===== config.mk =====
export PLATFORM = sky130hd
export DESIGN_NAME = mlp_mac_pipe
export DESIGN_NICKNAME = d
export VERILOG_FILES = /design/src/rtl/mlp_mac_pipe.sv
export SDC_FILE = /design/constraint.sdc
export NUM_CORES = 1
export LEC_CHECK = 0
export BUFFER_PORTS_ARGS = -buffer_cell sky130_fd_sc_hd__buf_2
export CAP_MARGIN = 15
export CORE_ASPECT_RATIO = 0.6
export CORE_UTILIZATION = 50
export CTS_BUF_LIST = sky130_fd_sc_hd__clkbuf_16
export DETAILED_ROUTE_END_ITERATION = 8
export GPL_TIMING_DRIVEN = 0
export PLACE_DENSITY = 0.64
export SYNTH_ARGS = -nofsm -noshare
export SYNTH_HDL_FRONTEND = slang
export SYNTH_SLANG_ARGS = --single-unit

===== constraint.sdc =====
create_clock -name clk -period 19.4 [get_ports clk]
set_clock_uncertainty 0.1 [all_clocks]
set_input_delay 2.91 -clock clk [delete_from_list [all_inputs] [get_ports clk]]
set_output_delay 2.91 -clock clk [all_outputs]
set_load 0.05 [all_outputs]

===== src/rtl/mlp_mac_pipe.sv =====
// Pipelined signed multiply-accumulate for MLP dot products: framed vectors,
// saturating accumulation, rounded fixed-point rescale and output saturation.
module mlp_mac_pipe #(
    parameter int A_W        = 18,
    parameter int B_W        = 18,
    parameter int ACC_W      = 40,
    parameter int OUT_W      = 18,
    parameter int FRAC_SHIFT = 8
) (
    input  logic                    clk,
    input  logic                    reset,
    input  logic                    ce,
    input  logic                    in_valid,
    input  logic                    in_first,
    input  logic                    in_last,
    input  logic signed [A_W-1:0]   a,
    input  logic signed [B_W-1:0]   b,
    output logic                    out_valid,
    output logic signed [OUT_W-1:0] out_data,
    output logic                    out_sat
);

    localparam int P_W    = A_W + B_W;
    localparam int RND_SH = (FRAC_SHIFT > 0) ? FRAC_SHIFT - 1 : 0;

    localparam logic signed [ACC_W-1:0] ACC_MAX = {1'b0, {(ACC_W-1){1'b1}}};
    localparam logic signed [ACC_W-1:0] ACC_MIN = {1'b1, {(ACC_W-1){1'b0}}};
    localparam logic signed [ACC_W-1:0] OUT_MAX = {{(ACC_W-OUT_W+1){1'b0}}, {(OUT_W-1){1'b1}}};
    localparam logic signed [ACC_W-1:0] OUT_MIN = {{(ACC_W-OUT_W+1){1'b1}}, {(OUT_W-1){1'b0}}};
    // Half an output LSB; zero when no fractional bits are dropped.
    localparam logic signed [ACC_W-1:0] RND =
        (FRAC_SHIFT > 0) ? ({{(ACC_W-1){1'b0}}, 1'b1} << RND_SH) : '0;

    // Returns {clipped, sum} with the sum held to the accumulator range.
    function automatic logic [ACC_W:0] sat_add(input logic signed [ACC_W-1:0] x,
                                               input logic signed [ACC_W-1:0] y);
        logic signed [ACC_W:0] s;
        s = {x[ACC_W-1], x} + {y[ACC_W-1], y};
        if (s[ACC_W] != s[ACC_W-1])
            return {1'b1, (s[ACC_W] ? ACC_MIN : ACC_MAX)};
        return {1'b0, s[ACC_W-1:0]};
    endfunction

    // Returns {clipped, value} with the value held to the output range.
    function automatic logic [OUT_W:0] sat_out(input logic signed [ACC_W-1:0] r);
        if (r > OUT_MAX)
            return {1'b1, OUT_MAX[OUT_W-1:0]};
        if (r < OUT_MIN)
            return {1'b1, OUT_MIN[OUT_W-1:0]};
        return {1'b0, r[OUT_W-1:0]};
    endfunction

    logic signed [A_W-1:0]   a_p1;
    logic signed [B_W-1:0]   b_p1;
    logic                    vld_p1, first_p1, last_p1;
    logic signed [P_W-1:0]   prod_p2;
    logic                    vld_p2, first_p2, last_p2;
    logic signed [ACC_W-1:0] acc_p3;
    logic                    ovf_p3, vld_p3;

    logic signed [ACC_W-1:0] prod_ext, acc_base, rnd_val, shifted;
    logic        [ACC_W:0]   acc_sum, rnd_sum;
    logic        [OUT_W:0]   out_nxt;

    always_comb begin
        prod_ext = ACC_W'(prod_p2);
        acc_base = first_p2 ? '0 : acc_p3;
        acc_sum  = sat_add(acc_base, prod_ext);
        rnd_sum  = sat_add(acc_p3, RND);
        rnd_val  = rnd_sum[ACC_W-1:0];
        shifted  = rnd_val >>> FRAC_SHIFT;
        out_nxt  = sat_out(shifted);
    end

    // S1: operand and flag capture; S2: full-precision product
    always_ff @(posedge clk or negedge reset) begin
        if (!reset) begin
            a_p1     <= '0;
            b_p1     <= '0;
            vld_p1   <= 1'b0;
            first_p1 <= 1'b0;
            last_p1  <= 1'b0;
            prod_p2  <= '0;
            vld_p2   <= 1'b0;
            first_p2 <= 1'b0;
            last_p2  <= 1'b0;
        end else if (ce) begin
            a_p1     <= a;
            b_p1     <= b;
            vld_p1   <= in_valid;
            first_p1 <= in_first;
            last_p1  <= in_last;
            prod_p2  <= P_W'(a_p1) * P_W'(b_p1);
            vld_p2   <= vld_p1;
            first_p2 <= first_p1;
            last_p2  <= last_p1;
        end
    end

    // S3: accumulate; overflow stays sticky until the next first term
    always_ff @(posedge clk or negedge reset) begin
        if (!reset) begin
            acc_p3 <= '0;
            ovf_p3 <= 1'b0;
            vld_p3 <= 1'b0;
        end else if (ce) begin
            vld_p3 <= vld_p2 & last_p2;
            if (vld_p2) begin
                acc_p3 <= acc_sum[ACC_W-1:0];
                ovf_p3 <= (ovf_p3 & ~first_p2) | acc_sum[ACC_W];
            end
        end
    end

    // S4: rescale, round and saturate on vector completion
    always_ff @(posedge clk or negedge reset) begin
        if (!reset) begin
            out_valid <= 1'b0;
            out_data  <= '0;
            out_sat   <= 1'b0;
        end else if (ce) begin
            out_valid <= vld_p3;
            if (vld_p3) begin
                out_data <= out_nxt[OUT_W-1:0];
                out_sat  <= ovf_p3 | rnd_sum[ACC_W] | out_nxt[OUT_W];
            end
        end
    end

endmodule


==> metrics.md <==
| Metric | Value |
|---|---|
| Syn. warnings | `0` |
| Synth Register Bits | `140` |
| Area growth from synthesis to final layout | `7.874%` |
| Vias/cell | `5.640` |
| Overall die height | `161.7 um` |
| CTS Root Buffer Type | `sky130_fd_sc_hd__clkbuf_16` |
| Standard cell core area | `41,870 sq um` |
| Post-synthesis sequential area ratio | `16.49%` |
| Launch point of the worst path | `a_p1[7]` |
| Drt wl/cell | `20.49 um` |
| Die Area | `43,350 sq um` |
| Final Cycle Share | `42.41%` |
| Number of max-slew violations in the final report | `0` |
| Number of placed cells counting well taps | `2,922` |
| Layout cell share with drive strength beyond 1 | `8.305%` |
| Number of cells in the finished layout apart from fillers | `2,954` |
| Postcts setup bufs | `0` |
| Inserted Diodes | `0` |
| Synth Instances | `2,291` |
| Antenna viol nets, final | `0` |
| First-pass iteration count of the detailed router | `9` |
| Fmax | `0.1215 GHz` |
| Remaining Overflow, GRT | `0` |
| Critical path startpoint category | `flip-flop` |
| TritonCTS clock tree | `yes` |
| Outcome | `finished with violations` |
| Crit Path Max Fanout | `10` |
| Cell area after placement | `22,290 sq um` |
| CP peak stage delay | `0.72 ns` |
| Maximum buffer depth of the clock tree | `2` |
| Depth of the most critical reg-to-reg path | `22` |
| Synthesized netlist net count | `2,801` |
| List of most frequent post-synthesis cells | `427 x sky130_fd_sc_hd__inv_1, 330 x sky130_fd_sc_hd__fa_1, 204 x sky130_fd_sc_hd__nand2_1, 177 x sky130_fd_sc_hd__and2_1, 140 x sky130_fd_sc_hd__dfrtp_1` |
| Insertion delay of the later-clocked pin in the worst-skew pair | `0.47 ns` |
| Number of max-cap violations | `0` |
| Violations in the final reports | `design-rule violations` |
| Time the final worst path needs with I/O delays and setup | `8.228 ns` |
| Global routing usage summed across all routing layers | `29.79%` |
| Post-Layout Inst Area | `22,920 sq um` |
| CP required | `19.66 ns` |
| Total DRC errors in the routed layout | `1` |
| Mean instance size in the synthesized netlist | `9.274 sq um` |
| Clock slew at reported path FFs | `0.08 ns` |
| Vias after detailed routing | `16,662` |
| Class of the most critical hold timing path | `reg2reg` |
| Final count of negative-setup-slack endpoints | `0` |
| Endpoint kind of the worst setup timing path | `flip-flop` |
| Setup repair after global routing missed its margin | `no` |
| Routability Congestion | `0.9732` |
| Most used cell, CP | `sky130_fd_sc_hd__fa_1` |
| Cell depth of the worst min-delay path | `2` |
| Clock tree sinks | `140` |
| Place WS | `11.36 ns` |
| Count of buffers from port buffering | `60` |
| Initial antenna violation count | `0` |
| Pin count of the biggest net entering global routing | `85` |
| Count of flip-flops with a built-in enable after synthesis | `0` |
| Cell area after synthesis | `21,250 sq um` |
| Number of gates given a new drive strength after cts | `0` |
| Starting DRT DRC Count | `1,574` |
| # hold bufs at CTS | `0` |
| Worst setup margin | `11.17 ns` |
| Placed wire-length estimate after detailed placement | `49,710 um` |
| Worst slew margin relative to its limit | `17.40%` |
| Master of the slowest instance on the critical path | `sky130_fd_sc_hd__a22oi_1` |
| Starting utilization of the core area | `50.74%` |
| Post-synth top area cell | `sky130_fd_sc_hd__fa_1` |
| Most instantiated flip-flop cell in the synthesis netlist | `sky130_fd_sc_hd__dfrtp_1` |
| Post-synth cell types | `87` |
| Number of buffers added by the clock tree synthesis step | `17` |
| Total wirelength of the detailed-routed design | `60,530 um` |
| Startpoint of the most critical register-to-register path | `a_p1[7]` |
| Pin slew with the least headroom to its limit | `1.239 ns` |
| Synth top area cells | `sky130_fd_sc_hd__fa_1 31%, sky130_fd_sc_hd__dfrtp_1 16%, sky130_fd_sc_hd__ha_1 8.1%` |
| Fraction of registers with async set or reset after synthesis | `100.0%` |
| Cell breakdown of the critical path | `clkbuf_1 > clkbuf_1 > nand2_1 > fa_1 > fa_1 > fa_1 > fa_1 > inv_1 > fa_1 > inv_1 > fa_1 > inv_1 > ha_1 > clkbuf_1 > o211ai_1 > a22oi_1 > a311oi_4 > nor4_2 > o41a_1 > o211ai_1 > and3_1 > o31ai_2` |
| Origin of the worst min-delay path | `acc_p3[0]` |
| # rows | `58` |
| WS Path Type | `reg2reg` |
| First-pass GRT wire length | `96,920 um` |
| Fill count | `3,820` |
| Width of the die | `268.1 um` |
| Nets | `2,881` |
| Data arrival time at the worst-slack endpoint | `8.49 ns` |
| Hold Fails Final Rpt | `0` |
| Vias in the first global route | `17,205` |
| H-Tree Depth | `4` |
| Post-route setup TNS | `0 ns` |
| Boundary Pins | `62` |
| Area fraction of the dominant cell type after synthesis | `31.09%` |
| Count leader, synth | `sky130_fd_sc_hd__inv_1` |
[through the flow]
step / hold slack (ns) / util [%]
floorplan: 0.3407 / -
global placement: 0.3548 / 53.16
detailed placement: 0.3695 / 53.24
CTS: 0.3835 / 54.74
global route: 0.4125 / 54.74
finish: 0.3824 / 54.74
[cell families (layout without fill, tap and decap cells)]
family          Yosys count  in the layout  synth area share (%)
xor+xnor                 77             77                 3.174
simple gates            645            645                 15.70
flops                   140            140                 16.49
mux                      70             70                 3.675
buf+inv                 540            633                 9.764
fa+ha+maj               468            468                 39.22
compound gates          351            351                 11.98
[path summary, 6_finish.rpt]
| check | endpoint | slack [ns] |
|---|---|---|
| max | prod_p2[34] | 11.17 |
| min | acc_p3[0] | 0.38 |
| max reg2reg | prod_p2[34] | 11.17 |
| min reg2reg | acc_p3[0] | 0.38 |
| max in group asynchronous | prod_p2[35] | 16.01 |
| min in group asynchronous | acc_p3[9] | 2.32 |
[cell usage in the layout (no fill, tap or decap), drive strengths merged, types with 5 or more instances in the layout]
| cell | netlist | routed |
|---|---|---|
| inv | 427 | 435 |
| fa | 330 | 330 |
| nand2 | 204 | 204 |
| and2 | 177 | 177 |
| dfrtp | 140 | 140 |
| ha | 138 | 138 |
| clkbuf | 99 | 116 |
| nor2 | 88 | 88 |
| a21oi | 76 | 76 |
| buf | 13 | 74 |
| mux2 | 64 | 64 |
| nor2b | 53 | 53 |
| xnor2 | 52 | 52 |
| o21ai | 45 | 45 |
| o21a | 38 | 38 |
| a21o | 35 | 35 |
| nand3 | 26 | 26 |
| nor3 | 25 | 25 |
| xor2 | 25 | 25 |
| o211ai | 23 | 23 |
| o22a | 22 | 22 |
| a211oi | 16 | 16 |
| nand4 | 14 | 14 |
| a31oi | 13 | 13 |
| o31ai | 12 | 12 |
| and3 | 11 | 11 |
| o21bai | 10 | 10 |
| nand2b | 9 | 9 |
| and4 | 9 | 9 |
| or3 | 7 | 7 |
| a211o | 7 | 7 |
| mux2i | 6 | 6 |
| o22ai | 5 | 5 |
| nor4 | 5 | 5 |
| or2 | 5 | 5 |
| clkinv | 1 | 5 |
[final cells by class]
cell class                 instances  area [sq um]  share of cell area [%]
multi-input combinational       1611         15670                   68.36
sequential                       140          3503                   15.29
inverter                         428          1607                   7.009
tap                              570         713.2                   3.112
buffer                           112         467.9                   2.042
clock buffer                      17         425.4                   1.856
timing repair buffer              61         334.1                   1.458
clock inverter                    15         200.2                  0.8735
[sequential cells by signal, summed over array words and instances, names as in the netlist]
signal     flops
out_sat        1
vld_p2         1
a_p1          18
prod_p2       36
vld_p3         1
out_data      18
out_valid      1
first_p1       1
first_p2       1
b_p1          18
acc_p3        40
last_p2        1
vld_p1         1
ovf_p3         1
last_p1        1
[routing by layer]
| layer | GRT usage [%] | routed length [um] |
|---|---|---|
| met1 | 46.86 | 29570 |
| met2 | 42.30 | 24680 |
| met3 | 5.367 | 5163 |
| met4 | 6.416 | 1119 |
| met5 | 0 | 0 |
[critical path: cells and delay by family, from the launching register on]
family / cells / cell delay [ns]
fa+ha+maj: 7 / 3.38
compound gates: 6 / 1.74
buf+inv: 6 / 1.70
simple gates: 3 / 0.87
flops: 1 / 0.32
Power is left out: the tool's default activity adds up to more than one toggle a clock period on the data nets, which glitch-free logic cannot reach.
